--- config.mk ---
export PLATFORM = sky130hd
export DESIGN_NAME = alu_muldiv_flat
export DESIGN_NICKNAME = d
export VERILOG_FILES = /design/src/rtl/alu_muldiv_if.sv /design/src/rtl/alu_muldiv.sv /design/src/flat_wrapper.sv
export SDC_FILE = /design/constraint.sdc
export NUM_CORES = 1
export LEC_CHECK = 0
export ABC_AREA = 1
export CAP_MARGIN = 20
export CORE_ASPECT_RATIO = 0.75
export CORE_MARGIN = 2
export CORE_UTILIZATION = 45
export DETAILED_ROUTE_END_ITERATION = 8
export PLACE_DENSITY = 0.72
export SLEW_MARGIN = 20
export SYNTH_ARGS = -nofsm -noshare
export SYNTH_HDL_FRONTEND = slang
export SYNTH_SLANG_ARGS = --single-unit
--- constraint.sdc ---
create_clock -name clk -period 6 [get_ports clk]
set_input_delay 0.6 -clock clk [delete_from_list [all_inputs] [get_ports clk]]
set_output_delay 0.6 -clock clk [all_outputs]
set_load 0.02 [all_outputs]
--- src/rtl/alu_muldiv_if.sv ---
// Request/response bundle between the control unit and the multiply/divide unit.
interface alu_muldiv_if #(parameter int WIDTH = 32);
    logic             start;
    logic [1:0]       op;
    logic [WIDTH-1:0] a;
    logic [WIDTH-1:0] b;
    logic             hi_we;
    logic             lo_we;
    logic [WIDTH-1:0] wdata;
    logic             busy;
    logic             done;
    logic             div_by_zero;
    logic [WIDTH-1:0] hi;
    logic [WIDTH-1:0] lo;

    modport master (
        output start, op, a, b, hi_we, lo_we, wdata,
        input  busy, done, div_by_zero, hi, lo
    );

    modport slave (
        input  start, op, a, b, hi_we, lo_we, wdata,
        output busy, done, div_by_zero, hi, lo
    );
endinterface

--- src/rtl/alu_muldiv.sv ---
// Iterative multiply/divide unit with HI/LO registers (one bit per cycle).
// Operands are reduced to magnitudes at start, the core runs unsigned
// shift-add / restoring division, and signs are applied in FIX.
module alu_muldiv #(
    parameter int WIDTH = 32
) (
    input logic        clk,
    input logic        rst,
    alu_muldiv_if.slave bus
);
    localparam int CW = $clog2(WIDTH + 1);

    typedef enum logic [1:0] {IDLE, CALC, FIX, DONE} state_t;

    // Latched per-operation control
    typedef struct packed {
        logic is_div;
        logic neg_lo;   // product sign (mult) or quotient sign (div)
        logic neg_hi;   // remainder sign: follows the dividend
        logic bzero;    // divisor was zero
    } ctl_t;

    state_t           state, state_nxt;
    ctl_t             ctl;
    logic [CW-1:0]    cnt;
    logic [WIDTH-1:0] acc_hi;  // product high half / partial remainder
    logic [WIDTH-1:0] acc_lo;  // multiplier (shifting out) / dividend->quotient
    logic [WIDTH-1:0] opd;     // multiplicand / divisor magnitude
    logic [WIDTH-1:0] hi_q, lo_q;
    logic             dbz_q;
    logic             accept, mt_ok;

    // Operand conditioning: unsigned ops (op[0]=1) use raw values
    logic             sgn, a_neg, b_neg;
    logic [WIDTH-1:0] a_mag, b_mag;
    assign sgn   = ~bus.op[0];
    assign a_neg = sgn & bus.a[WIDTH-1];
    assign b_neg = sgn & bus.b[WIDTH-1];
    assign a_mag = a_neg ? -bus.a : bus.a;
    assign b_mag = b_neg ? -bus.b : bus.b;

    // Single-iteration step for both algorithms. The partial remainder is
    // always below the divisor, so it fits WIDTH bits; only the shifted
    // value needs the extra bit for the compare.
    logic [WIDTH:0]   sum;
    logic [WIDTH:0]   shl;
    logic [WIDTH-1:0] diff;
    logic             ge;
    assign sum  = {1'b0, acc_hi} + (acc_lo[0] ? {1'b0, opd} : '0);
    assign shl  = {acc_hi, acc_lo[WIDTH-1]};
    assign ge   = shl >= {1'b0, opd};
    assign diff = shl[WIDTH-1:0] - opd;

    // Sign fix-up of the raw magnitude results
    logic [2*WIDTH-1:0] prod, prod_s;
    logic [WIDTH-1:0]   quo_s, rem_s, fix_hi, fix_lo;
    always_comb begin
        prod   = {acc_hi, acc_lo};
        prod_s = ctl.neg_lo ? -prod : prod;
        quo_s  = ctl.neg_lo ? -acc_lo : acc_lo;
        // With b == 0 the remainder is |a|; re-applying a's sign gives a back
        rem_s  = ctl.neg_hi ? -acc_hi : acc_hi;
        if (ctl.is_div) begin
            fix_hi = rem_s;
            fix_lo = ctl.bzero ? '1 : quo_s;
        end else begin
            fix_hi = prod_s[2*WIDTH-1:WIDTH];
            fix_lo = prod_s[WIDTH-1:0];
        end
    end

    // State register
    always_ff @(posedge clk or posedge rst) begin
        if (rst) state <= IDLE;
        else     state <= state_nxt;
    end

    // Next-state logic
    always_comb begin
        state_nxt = state;
        case (state)
            IDLE: if (bus.start) state_nxt = CALC;
            CALC: if (cnt == CW'(1)) state_nxt = FIX;
            FIX:  state_nxt = DONE;
            DONE: state_nxt = bus.start ? CALC : IDLE;
            default: state_nxt = IDLE;
        endcase
    end

    // State-decoded outputs and strobes
    always_comb begin
        bus.busy = (state == CALC) || (state == FIX);
        bus.done = (state == DONE);
        accept   = bus.start && ((state == IDLE) || (state == DONE));
        mt_ok    = !bus.start && ((state == IDLE) || (state == DONE));
    end

    // Iteration datapath: load magnitudes on accept, one step per CALC cycle
    always_ff @(posedge clk or posedge rst) begin
        if (rst) begin
            ctl    <= '0;
            cnt    <= '0;
            acc_hi <= '0;
            acc_lo <= '0;
            opd    <= '0;
        end else if (accept) begin
            ctl.is_div <= bus.op[1];
            ctl.neg_lo <= a_neg ^ b_neg;
            ctl.neg_hi <= a_neg;
            ctl.bzero  <= (bus.b == '0);
            cnt        <= CW'(WIDTH);
            acc_hi     <= '0;
            acc_lo     <= bus.op[1] ? a_mag : b_mag;
            opd        <= bus.op[1] ? b_mag : a_mag;
        end else if (state == CALC) begin
            cnt <= cnt - CW'(1);
            if (ctl.is_div) begin
                acc_hi <= ge ? diff : shl[WIDTH-1:0];
                acc_lo <= {acc_lo[WIDTH-2:0], ge};
            end else begin
                acc_hi <= sum[WIDTH:1];
                acc_lo <= {sum[0], acc_lo[WIDTH-1:1]};
            end
        end
    end

    // HI/LO: result write in FIX, mthi/mtlo only when idle and not starting
    always_ff @(posedge clk or posedge rst) begin
        if (rst) begin
            hi_q <= '0;
            lo_q <= '0;
        end else if (state == FIX) begin
            hi_q <= fix_hi;
            lo_q <= fix_lo;
        end else if (mt_ok) begin
            if (bus.hi_we) hi_q <= bus.wdata;
            if (bus.lo_we) lo_q <= bus.wdata;
        end
    end

    // Divide-by-zero flag, sticky until the next accepted start
    always_ff @(posedge clk or posedge rst) begin
        if (rst)                                        dbz_q <= 1'b0;
        else if (accept)                                dbz_q <= 1'b0;
        else if (state == FIX && ctl.is_div && ctl.bzero) dbz_q <= 1'b1;
    end

    assign bus.hi          = hi_q;
    assign bus.lo          = lo_q;
    assign bus.div_by_zero = dbz_q;
endmodule
--- src/flat_wrapper.sv ---
// flat-port wrapper written by rule: the top's interface ports become plain ports
module alu_muldiv_flat 
#(
    parameter int WIDTH = 32
)
  (clk, rst, bus_start, bus_op, bus_a, bus_b, bus_hi_we, bus_lo_we, bus_wdata, bus_busy, bus_done, bus_div_by_zero, bus_hi, bus_lo);
  alu_muldiv_if #(.WIDTH(WIDTH)) bus_i ();
  input logic clk;
  input logic rst;
  input wire logic [$bits(bus_i.start)-1:0] bus_start;
  input wire logic [$bits(bus_i.op)-1:0] bus_op;
  input wire logic [$bits(bus_i.a)-1:0] bus_a;
  input wire logic [$bits(bus_i.b)-1:0] bus_b;
  input wire logic [$bits(bus_i.hi_we)-1:0] bus_hi_we;
  input wire logic [$bits(bus_i.lo_we)-1:0] bus_lo_we;
  input wire logic [$bits(bus_i.wdata)-1:0] bus_wdata;
  output wire logic [$bits(bus_i.busy)-1:0] bus_busy;
  output wire logic [$bits(bus_i.done)-1:0] bus_done;
  output wire logic [$bits(bus_i.div_by_zero)-1:0] bus_div_by_zero;
  output wire logic [$bits(bus_i.hi)-1:0] bus_hi;
  output wire logic [$bits(bus_i.lo)-1:0] bus_lo;
  assign bus_i.start = bus_start;
  assign bus_i.op = bus_op;
  assign bus_i.a = bus_a;
  assign bus_i.b = bus_b;
  assign bus_i.hi_we = bus_hi_we;
  assign bus_i.lo_we = bus_lo_we;
  assign bus_i.wdata = bus_wdata;
  assign bus_busy = bus_i.busy;
  assign bus_done = bus_i.done;
  assign bus_div_by_zero = bus_i.div_by_zero;
  assign bus_hi = bus_i.hi;
  assign bus_lo = bus_i.lo;
  alu_muldiv #(.WIDTH(WIDTH)) u_core (.clk(clk), .rst(rst), .bus(bus_i));
endmodule
==> results.py, run 1 <==
metrics = {
    "job": {
        "maxCapViolCount": 0,
    },
    "cts": {
        "clkSlewWorstSetupHoldPaths_ns": 0.08,
        "cts_buffer_depth": 2,
        "numCtsBuffers": 17,
        "htree_num_levels": 4,
        "insertion_delay_ns": 0.48,
        "cts_tree": "built",
        "ctsHoldBuffers": 0,
        "cts.sinks": 173,
        "cts_resized": 0,
        "root_buffer": "clkbuf_16",
        "post_cts_buffers": 0,
    },
    "synth": {
        "synth_fp_nets": 3231,
        "syn_inst": 3051,
        "synth_cell_types": 56,
        "synth_top_area_share_pct": 24.1,
        "synth_seq_cells": 173,
        "yosys.area.top_type": "dfrtp_1",
        "yosysWarnings": 0,
        "synth_area_leaders": "dfrtp_1 (24%), nand2_1 (22%), inv_1 (9.6%)",
        "synth_seq_area_share_pct": 24.1,
        "synth_area_per_cell_um2": 5.88,
        "synth_area_um2": 17900,
    },
    "global_routing": {
        "grt_overflow": 0,
        "grt_pass1_vias": 19100,
        "grt_util_all_layers_pct": 38.7,
        "antenna_found_initial": 1,
        "grt_pass1_wl_um": 120000,
        "grt_start_max_net_pins": 82,
    },
    "sta": {
        "slew_headroom_pct": 29.2,
        "finalSetupViolations": 0,
        "worst_pin_slew_ns": 1.06,
        "fmax_ghz": 0.282,
        "hold_viol_final": 0,
        "drv_slew": 0,
        "rsz0062_at_grt": "no",
        "min_period_ns": 3.54,
        "finalCritPeriodShare_pct": 59.1,
        "hold-worst-slack_ns": 0.476,
        "finalSetupTns_ns": 0,
        "fin_worst_skew_ns": 0.0233,
    },
    "layout": {
        "final_area_um2": 20700,
        "final_nets": 3356,
        "drive_gt1_share_pct": 3.70,
        "area_delta_synth_final_pct": 15.3,
        "fillers": 4117,
        "diodes": 0,
    },
    "run_status": {
        "outcome": "finished clean",
    },
    "route": {
        "drt-total-wl_um": 81700,
        "wl_per_cell_um": 22.0,
        "drcViolationCount": 0,
        "drt_first_pass_iters": 6,
        "viasPerCell": 5.83,
        "vias": 21600,
        "drt_iter0_markers": 3015,
        "ant_nets": 0,
    },
    "floorplan": {
        "die_h_um": 177,
        "ioPinCount": 170,
        "rows": 63,
        "initial_core_util_pct": 45.5,
        "core-area_um2": 39400,
        "die_area_um2": 41500,
        "chipWidth_um": 235,
    },
    "pwr": {
        "irDropWorstVdd_mv": 0.315,
        "power_mw": 12.1,
        "p_per_area_nw_per_um2": 586,
        "p_leak_nw": 10.6,
    },
    "worst_setup_path": {
        "path_max_fanout": 31,
        "cp.required_ns": 6.41,
        "worstPathArrival_ns": 3.95,
        "setup.worst_path.start_class": "flop",
        "critPathKind": "reg -> reg",
        "critPathCaptureType": "flop",
    },
    "placed_design": {
        "dpl_cell_area_um2": 20100,
        "place_congestion": 1.10,
        "numPortBuffers": 169,
        "dp_hpwl_um": 66500,
    },
    "min_path": {
        "min_path_type": "reg -> reg",
    },
}
[state kept, by name, indices dropped and copies added (netlist names)]
signal                  flops
u_core.bus.lo              32
u_core.ctl                  4
u_core.acc_lo              32
u_core.state                2
u_core.bus.div_by_zero      1
u_core.acc_hi              32
u_core.bus.hi              32
u_core.opd                 32
u_core.cnt                  6
[layer usage]
metal	vias to the layer above	wire, um	global-route usage, %
met5	-	12	0
met4	2	2080	9.93
met3	146	11300	9.95
met2	1480	31300	51.8
met1	9967	37000	60.3
li1	10000	-	-
[report_power, final]
part | switching, mW | total [mW] | internal (mW)
clock network | 0.601 | 1.16 | 0.562
registers | 0.791 | 2.49 | 1.70
logic | 5.83 | 8.45 | 2.62
[stage by stage]
stage	setup slack, ns	instances	utilization (%)
after floorplan	0.712	3051	-
after global placement	2.26	3677	51.0
after detailed placement	2.24	3677	51.0
after CTS	2.54	3709	52.5
after global routing	2.23	3709	52.5
final	2.46	3709	52.5
[placed cells by master (no fill, tap or decap), types with 11 or more instances in the layout]
cell type and instances:
nand3_1 266, o21ai_1 14, a31oi_1 13, o211ai_1 29
a21oi_1 122, nor2_1 294, nand3b_1 13, xnor2_1 15
nand4_1 36, o21bai_1 20, o21ai_0 160, clkbuf_16 17
o221ai_1 16, nor3_1 30, nand2_1 1040, clkdlybuf4s50_1 169
a221oi_1 28, nor2_2 17, buf_4 24, dfrtp_1 173
or2_2 11, ha_1 75, xor2_1 54, inv_1 455
[cell type report]
cell class	instances	area (um^2)	area share (%)
Inverter	466	1760	8.49
Clock buffer	17	425	2.06
Tap cell	520	651	3.15
Timing Repair Buffer	193	1870	9.05
Clock inverter	15	166	0.805
Sequential cell	173	4330	20.9
Multi-Input combinational cell	2325	11500	55.5
[final timing paths]
kind / start / to / slack (ns) / cells after the start
max: u_core.state[0] / u_core.acc_lo[24] / 2.46 / 11
max in group asynchronous: rst / u_core.acc_hi[13] / 3.95 / 3
min in group asynchronous: rst / u_core.acc_lo[8] / 0.65 / 2
min: u_core.cnt[4] / u_core.cnt[4] / 0.48 / 1
max reg2reg: u_core.state[0] / u_core.acc_lo[24] / 2.46 / 11
min reg2reg: u_core.cnt[4] / u_core.cnt[4] / 0.48 / 1
[Yosys cell counts (all sizes together)]
master   count
nand3b      13
ha          75
o41ai        1
fa           2
xnor2       15
o31ai        5
a211oi       1
and2         3
nor2b        1
dfrtp      173
nor2       317
o21bai      20
nand3      268
and3         1
nand2b       1
a21boi       1
nand4       36
o21a         4
o21ai      174
xor2        54
inv        464
a31o         1
nor4         4
a221oi      28
clkinv       2
o311a        1
or2         12
o211ai      34
o221ai      16
a31oi       13
o22ai        5
o2111ai      5
clkbuf      57
a21oi      123
a22oi        8
buf         30
o311ai       1
a21o         3
nand2     1048
nor3        31
[cells by family (layout without fill, tap and decap cells)]
logic type	after synthesis	after routing	synth area share (%)
flops	173	173	24.1
fa+ha+maj	77	77	5.45
xor+xnor	69	69	3.37
buf+inv	553	691	11.9
simple gates	1735	1735	40.3
compound gates	444	444	14.8
[critical path, stage by stage (launching register included)]
cell     delay (ns)
dfrtp_1        0.39
inv_1          0.11
ha_1           0.41
nor2_4         0.46
buf_4          0.36
inv_1          0.29
nor2_4         0.67
buf_4          0.41
nand2_1        0.09
nand3_1        0.07
o21ai_0        0.08
inv_1          0.09
No activity file was read; power rests on OpenSTA's default activity.
==> inputs of run 2 (changes only) <==
- clock period: 6 -> 3.6 ns (I/O delays scaled with it)
==> run 2 against run 1 <==
  * Combinational power is 70% higher
  * Clock power is 69% higher
  * First-iteration DRC count is 1.8% lower
  * Sequential share of layout area is 0.25 points lower
  * Register-to-register slack worse by 2.0 ns
  * Non-clock buffer count is 26 higher
  * Critical path type unchanged
  * Largest cell class unchanged
==> results.py, run 2 (same netlist as run 1, synthesis figures left out) <==
metrics = {
    "floorplan": {
        "initial_core_util_pct": 45.5,
        "rows": 63,
        "ioPinCount": 170,
        "die_h_um": 177,
        "die_area_um2": 41500,
        "chipWidth_um": 235,
        "core-area_um2": 39400,
    },
    "sta": {
        "fin_worst_skew_ns": 0.0270,
        "finalSetupViolations": 0,
        "slew_headroom_pct": 27.3,
        "min_period_ns": 3.14,
        "worst_pin_slew_ns": 1.09,
        "hold_viol_final": 0,
        "fmax_ghz": 0.318,
        "finalSetupTns_ns": 0,
        "rsz0062_at_grt": "no",
        "finalCritPeriodShare_pct": 87.3,
        "drv_slew": 0,
    },
    "layout": {
        "layout_commonest_cell": "nand2_1",
        "drive_gt1_share_pct": 4.57,
        "regArea_um2": 4330,
        "final_nets": 3382,
        "diodes": 0,
        "area_delta_synth_final_pct": 16.7,
        "layout_common_cells": "nand2_1 (1040), inv_1 (455), nor2_1 (293)",
        "multi_input_area_um2": 11500,
        "instances_no_fill": 3735,
        "fillers": 4142,
    },
    "worst_setup_path": {
        "worst-r2r-cell-count": 20,
        "r2r-end": "u_core.acc_hi[17]",
        "crit_path_end": "u_core.acc_hi[17]",
        "path_max_fanout": 20,
        "rr_startpoint": "u_core.acc_lo[0]",
        "regToRegSetupSlack_ns": 0.46,
        "critPathKind": "reg -> reg",
        "critPathCaptureType": "flop",
        "cp.required_ns": 3.96,
        "setup.worst_path.start_class": "flop",
        "worstPathArrival_ns": 3.50,
        "crit_start": "u_core.acc_lo[0]",
    },
    "route": {
        "drt-total-wl_um": 82400,
        "ant_nets": 0,
        "drcViolationCount": 0,
        "drt_first_pass_iters": 8,
        "viasPerCell": 5.84,
        "wl_per_cell_um": 22.1,
        "vias": 21800,
        "drt_iter0_markers": 2960,
    },
    "cts": {
        "insertion_delay_ns": 0.48,
        "ctsHoldBuffers": 0,
        "cts_buffer_depth": 2,
        "numCtsBuffers": 17,
        "cts_tree": "built",
        "cts.sinks": 173,
        "htree_num_levels": 4,
        "root_buffer": "clkbuf_16",
        "clkSlewWorstSetupHoldPaths_ns": 0.09,
    },
    "min_path": {
        "min_path_type": "in -> async",
    },
    "global_routing": {
        "grt_pass1_wl_um": 120000,
        "grt_overflow": 0,
        "grt_util_all_layers_pct": 39.1,
        "grt_start_max_net_pins": 58,
        "antenna_found_initial": 0,
        "grt_pass1_vias": 19000,
    },
    "pwr": {
        "p_per_area_nw_per_um2": 980,
        "irDropWorstVdd_mv": 0.424,
        "p_leak_nw": 10.7,
    },
    "placed_design": {
        "dp_hpwl_um": 67400,
        "place_congestion": 1.09,
        "place_inst": 3703,
        "numPortBuffers": 169,
    },
    "run_status": {
        "outcome": "finished clean",
    },
    "job": {
        "maxCapViolCount": 0,
    },
}
==> run 2: power breakdown <==
group	switching [mW]	leakage [nW]	total, mW	internal, mW
Clock	0.959	0.290	1.96	1.00
Sequential	1.28	2.12	4.12	2.84
Combinational	9.91	8.28	14.4	4.51
Total	12.1	10.7	20.5	8.36
==> run 2: per-layer routing <==
| layer | GRT usage [%] | share of wire [%] |
|---|---|---|
| met1 | 61.4 | 45 |
| met2 | 51.6 | 38 |
| met3 | 10.1 | 14 |
| met4 | 9.91 | 2.5 |
| met5 | 0 | 0 |
==> run 2: metrics by stage <==
step / worst slack [ns] / hold WS [ns] / util (%) / area [um^2] / power [mW]
2_1_floorplan: 0.991 / 0.434 / - / 17900 / 12.7
3_3_place_gp: 0.426 / 0.453 / 51.6 / 20300 / 17.8
3_5_place_dp: 0.364 / 0.456 / 51.6 / 20300 / 17.9
4_1_cts: 0.345 / 0.395 / 53.1 / 20900 / 19.9
5_1_grt: 0.111 / 0.436 / 53.1 / 20900 / 21.8
6_report: 0.457 / 0.371 / 53.1 / 20900 / 20.5
==> run 2: how the worst min path moves through the flow <==
stage                                    to  cells past startpoint          start  slack (ns)
after global routing      u_core.acc_hi[30]                      2            rst        0.44
after floorplan               u_core.cnt[3]                      1  u_core.cnt[3]        0.43
after CTS                 u_core.acc_hi[28]                      2            rst        0.40
after global placement        u_core.cnt[3]                      1  u_core.cnt[3]        0.45
final                     u_core.acc_hi[28]                      2            rst        0.37
after detailed placement      u_core.cnt[3]                      1  u_core.cnt[3]        0.46
==> run 2: cell type report <==
cell class / count / share of cell area, %
Multi-Input combinational cell: 2325 / 54.9
Sequential cell: 173 / 20.7
Timing Repair Buffer: 219 / 10.1
Inverter: 466 / 8.38
Tap cell: 520 / 3.11
Clock buffer: 18 / 2.10
Clock inverter: 14 / 0.735
==> run 2: critical path, stage by stage, from the launching register on <==
cell and delay (ns):
dfrtp_2 0.55, buf_4 0.20, nand2_1 0.05, inv_1 0.06
ha_1 0.19, inv_1 0.08, fa_1 0.36, inv_1 0.07
nand2_1 0.07, a21oi_1 0.41, nand2_1 0.14, nand2_1 0.16
nand2_1 0.07, nand2_1 0.11, nand2_1 0.08, nand3_1 0.07
nand2_1 0.05, nor2_1 0.12, nor2_1 0.05, nand2_1 0.07
nand2_1 0.05
==> run 2: timing repair <==
item / in CTS / in global routing
setup endpoints to repair: 0 / 2
gates resized for setup: 0 / 1
buffers inserted: 0 / 0
